--- src/rtl/usb_pd_char_fifo.sv ---
// rtl/usb_pd_char_fifo.sv - elastic char FIFO pacing decoded chars into uart_tx
// Circular buffer with one-char-per-frame read FSM and sticky drop accounting.
module usb_pd_char_fifo #(
   parameter int DEPTH       = 256,
   parameter int BSY_TIMEOUT = 8
) (
   input  logic                       clk_i,
   input  logic                       rst_n_i,
   input  logic                       wr_valid_i,
   input  logic [7:0]                 wr_data_i,
   input  logic                       tx_bsy_i,
   output logic                       send_trig_o,
   output logic [7:0]                 send_data_o,
   output logic [$clog2(DEPTH):0]     level_o,
   output logic                       overflow_o,
   output logic [15:0]                drop_cnt_o,
   input  logic                       ovf_clr_i
);

   localparam int AW = $clog2(DEPTH);
   localparam int CW = (BSY_TIMEOUT > 1) ? $clog2(BSY_TIMEOUT) : 1;
   localparam logic [AW:0]   FULL_LVL = (AW+1)'(DEPTH);
   localparam logic [CW-1:0] TMO_LAST = CW'(BSY_TIMEOUT - 1);

   typedef enum logic [1:0] {IDLE, SEND, WAIT_HI, WAIT_LO} state_e;

   state_e          state_q, state_d;
   logic [CW-1:0]   cnt_q, cnt_d;
   logic [7:0]      mem [DEPTH];
   logic [AW-1:0]   wr_ptr_q, wr_ptr_d;
   logic [AW-1:0]   rd_ptr_q, rd_ptr_d;
   logic [AW:0]     level_q, level_d;
   logic [7:0]      send_data_q;
   logic            send_trig_q;
   logic            overflow_q, overflow_d;
   logic [15:0]     drop_cnt_q, drop_cnt_d;
   logic            full, empty, pop, push, drop;

   assign full  = (level_q == FULL_LVL);
   assign empty = (level_q == '0);
   // A pop in the same cycle frees a slot, so a write at full is still accepted.
   assign push  = wr_valid_i && (!full || pop);
   assign drop  = wr_valid_i && full && !pop;

   always_ff @(posedge clk_i or negedge rst_n_i) begin
      if (!rst_n_i) begin
         state_q     <= IDLE;
         cnt_q       <= '0;
         send_trig_q <= 1'b0;
      end else begin
         state_q     <= state_d;
         cnt_q       <= cnt_d;
         send_trig_q <= pop;
      end
   end

   always_comb begin
      state_d = state_q;
      cnt_d   = cnt_q;
      case (state_q)
         IDLE:    if (pop) state_d = SEND;
         SEND: begin
            cnt_d   = '0;
            state_d = WAIT_HI;
         end
         WAIT_HI: begin
            // A UART that never raises busy is assumed to have taken the char.
            if (tx_bsy_i || cnt_q == TMO_LAST) state_d = WAIT_LO;
            else                               cnt_d   = cnt_q + 1'b1;
         end
         WAIT_LO: if (!tx_bsy_i) state_d = IDLE;
         default: state_d = IDLE;
      endcase
   end

   always_comb begin
      pop         = (state_q == IDLE) && !empty && !tx_bsy_i;
      send_trig_o = send_trig_q;
   end

   always_comb begin
      wr_ptr_d   = push ? wr_ptr_q + AW'(1) : wr_ptr_q;
      rd_ptr_d   = pop  ? rd_ptr_q + AW'(1) : rd_ptr_q;
      level_d    = level_q;
      overflow_d = overflow_q;
      drop_cnt_d = drop_cnt_q;
      case ({push, pop})
         2'b10:   level_d = level_q + 1'b1;
         2'b01:   level_d = level_q - 1'b1;
         default: level_d = level_q;
      endcase
      if (drop) begin
         overflow_d = 1'b1;
         if (ovf_clr_i)                    drop_cnt_d = 16'd1;
         else if (drop_cnt_q != 16'hFFFF)  drop_cnt_d = drop_cnt_q + 16'd1;
      end else if (ovf_clr_i) begin
         overflow_d = 1'b0;
         drop_cnt_d = '0;
      end
   end

   always_ff @(posedge clk_i or negedge rst_n_i) begin
      if (!rst_n_i) begin
         wr_ptr_q    <= '0;
         rd_ptr_q    <= '0;
         level_q     <= '0;
         overflow_q  <= 1'b0;
         drop_cnt_q  <= '0;
         send_data_q <= '0;
      end else begin
         wr_ptr_q    <= wr_ptr_d;
         rd_ptr_q    <= rd_ptr_d;
         level_q     <= level_d;
         overflow_q  <= overflow_d;
         drop_cnt_q  <= drop_cnt_d;
         if (pop) send_data_q <= mem[rd_ptr_q];
      end
   end

   // At full, read and write share an address; the read takes the old (oldest) char.
   always_ff @(posedge clk_i) begin
      if (push) mem[wr_ptr_q] <= wr_data_i;
   end

   assign send_data_o = send_data_q;
   assign level_o     = level_q;
   assign overflow_o  = overflow_q;
   assign drop_cnt_o  = drop_cnt_q;

endmodule
--- config.mk ---
export PLATFORM = sky130hd
export DESIGN_NAME = usb_pd_char_fifo
export DESIGN_NICKNAME = d
export VERILOG_FILES = /design/src/rtl/usb_pd_char_fifo.sv
export SDC_FILE = /design/constraint.sdc
export NUM_CORES = 2
export LEC_CHECK = 0
export CAP_MARGIN = 10
export CORE_UTILIZATION = 63
export DETAILED_ROUTE_END_ITERATION = 10
export PLACE_DENSITY_LB_ADDON = 0.15
export SLEW_MARGIN = 20
export SYNTH_ARGS = -nofsm -noshare
export SYNTH_HDL_FRONTEND = slang
export SYNTH_SLANG_ARGS = --single-unit
--- constraint.sdc ---
create_clock -name clk_i -period 3.9 [get_ports clk_i]
set_clock_uncertainty 0.05 [all_clocks]
set_input_delay 0.585 -clock clk_i [delete_from_list [all_inputs] [get_ports clk_i]]
set_output_delay 0.585 -clock clk_i [all_outputs]
set_load 0.01 [all_outputs]
==> flow_summary.toml <==
[power]
p_per_area_nw_per_um2 = 695
vdd_drop_max_uv = 638
p_int_w = 0.0442
p_leak_nw = 29.5
switchingPower_w = 0.0201
p_comb_frac = 0.292
p_sw_frac = 0.312
seqPwrFrac = 0.401
clkPwrFrac = 0.307

[timing]
hold_viol = 0
maxSlewViolCount = 0
final.setup.tns_ns = 0
fmax_mhz = 258
fin_crit_ns = 3.87
rsz0062_at_grt = "no"
finalCritPeriodShare = 0.994
slew_headroom = 0.179
tightest_slew_ns = 1.23
final-setup-viol-count = 0

[grt]
use_met2 = 0.493
grt_max_degree = 122
grt_pass1_wl_microns = 304000
met3_usage = 0.0856
grtUsageMet1 = 0.466
grt.busiest_layer = "met2"
gr-total-overflow = 0
grtUsageTotal = 0.329
antenna_found_initial = 5
grt_pass1_vias = 41900

[cts]
cts_buffer_depth = 3
tritoncts = "done"
htree_levels = 4
clkTransAtPathRegs_ns = 0.07
numCtsBuffers = 196
clock-sinks = 2104
post_cts_resized = 0
clkLatencyLatePin_ns = 0.85
postCtsSetupBuffers = 0
cts_root_buf = "clkbuf_16"
postCtsHoldBufs = 1

[logic_synthesis]
syn-cell-area_sq_um = 82400
synth_top_area_share = 0.746
ys.flop_type = "edfxtp_1"
synth.most_common_cell = "edfxtp_1"
synth_edf_count = 2048
ys_seq_elements = 2104
synth_largest_area_cell = "edfxtp_1"
synth_fp_nets = 4043
async_reset_ff_frac = 0.0266
syn_area_per_cell_sq_um = 20.5
ys_top_cells_by_count = "edfxtp_1, mux4_2, nor2_1"
yosys_warnings = 0
syn_inst = 4015
synth.area.top_cells = "edfxtp_1, mux4_2, mux2i_1, dfrtp_1, nor2_1"
ys_seq_area_frac = 0.763
ys_types = 68

[final_layout]
drive_above_1_share = 0.228
fillers = 7624
area.growth.synth_to_final_pct = 12.2
layoutNonFillerInstCount = 6128
nets = 4245

[floorplan]
start_util = 0.636
die-height_microns = 364
die_area_sq_um = 132000
die_x_microns = 364
ios = 48
rows = 132
coreArea_sq_um = 130000

[routing]
wl_microns = 211000
drtIter0Drc = 6410
drc_errors = 0
vias = 42100
vias_per_cell = 6.87
wl_per_cell_microns = 34.5
first_pass_iters = 8
antenna_left = 0

[placement]
dp_cells = 5760
hpwl_microns = 130000
port_buffers = 47
place.gp.congestion = 0.919

[worst_setup_path]
critPathArrivalTime_ns = 4.54
startpoint_type = "register"
worstPathRequired_ns = 4.57
cp_max_fo = 11
critical_path_class = "reg2reg"
endpoint_kind = "register"

[run]
drv_cap = 0

[hold_path]
hp-class = "in2reg"

[status]
status = "finished clean"
[flip-flops by register name, summed over array words and instances (netlist names)]
register / count
mem: 2048
cnt_q: 3
wr_ptr_q: 8
drop_cnt_o: 16
state_q: 2
level_o: 9
send_trig_o: 1
rd_ptr_q: 8
send_data_o: 8
overflow_o: 1
[power by group through the flow]
stage	combinational [W]	sequential, W	clock, W
3_3_place_gp	0.0183	0.0262	0
5_1_grt	0.0194	0.0258	0.0207
3_5_place_dp	0.0184	0.0262	0
4_1_cts	0.0185	0.0257	0.0198
6_report	0.0188	0.0258	0.0197
2_1_floorplan	0.0115	0.0258	0
[cells in the final DEF (no fill, tap or decap), drive strengths merged, types with 15 or more instances in the layout]
master	instances
a211oi	18
a21oi	81
a221oi	50
a22oi	49
a31oi	20
buf	194
bufinv	29
clkbuf	236
clkdlybuf4s50	38
clkinv	92
dfrtp	56
edfxtp	2048
ha	15
inv	24
mux2i	233
mux4	458
nand2	110
nand3	30
nor2	313
nor3	15
o21ai	59
o221ai	26
o22ai	21
xnor2	21
[final cells by class]
cell class / instances / area (sq um) / share of cell area
clock inverters: 138 / 1560 / 0.0169
inverters: 13 / 51.3 / 0.000555
repair buffers: 241 / 2480 / 0.0268
diodes: 1 / 2.50 / 0.0000271
well taps: 1742 / 2180 / 0.0236
flip-flops and latches: 2104 / 62900 / 0.680
clock buffers: 228 / 5100 / 0.0551
multi-input cells: 1661 / 18200 / 0.197
[path summary, 6_finish.rpt]
check	from	endpoint	slack, ns	cells past startpoint
worst max register to register	rd_ptr_q[0]	send_data_o[7]	0.03	7
min in group asynchronous	rst_n_i	drop_cnt_o[13]	0.30	2
worst min-delay path	wr_data_i[5]	mem[165][5]	0.25	1
worst min register to register	overflow_o	overflow_o	0.47	2
worst max-delay path	rd_ptr_q[0]	send_data_o[7]	0.03	7
max in group asynchronous	rst_n_i	rd_ptr_q[2]	2.58	3
[routing by layer]
metal	wire (microns)	part of all wire	up-vias
met5	47	0.00022	-
met1	78700	0.37	21900
li1	-	-	17000
met4	9530	0.045	8
met2	98000	0.46	2750
met3	25100	0.12	458
[worst max-delay path: stages, from the launching register on]
cell       delay [ns]
dfrtp_4          0.67
buf_12           0.22
buf_4            0.27
mux4_2           0.54
a2111oi_0        0.74
o21ai_0          0.58
a311oi_1         0.50
o221ai_1         0.18
[stage by stage]
stage                     worst slack (ns)  total power, W   util  hold slack, ns  area, sq um
after floorplan                      0.714          0.0374      -           0.239        82400
after global placement              0.0739          0.0445  0.662           0.465        85800
after detailed placement            0.0509          0.0446  0.662           0.466        85800
after CTS                            0.234          0.0641  0.713           0.222        92500
after global routing                 0.102          0.0658  0.713           0.261        92500
final                               0.0252          0.0643  0.713           0.250        92500
[kinds of logic (layout without fill, tap and decap cells)]
family                   count (synthesis)  after routing  share of synthesized area
AO/OA/AOI/OAI                          372            372                     0.0311
adder cells (fa/ha/maj)                 15             15                    0.00228
other                                    0              1                          0
XOR/XNOR                                35             35                    0.00372
AND/OR/NAND/NOR                        536            536                     0.0277
flip-flops                            2104           2104                      0.763
buffers and inverters                  250            620                     0.0172
multiplexers                           703            703                      0.155
Note: power is estimated with default switching activity, not from simulation.
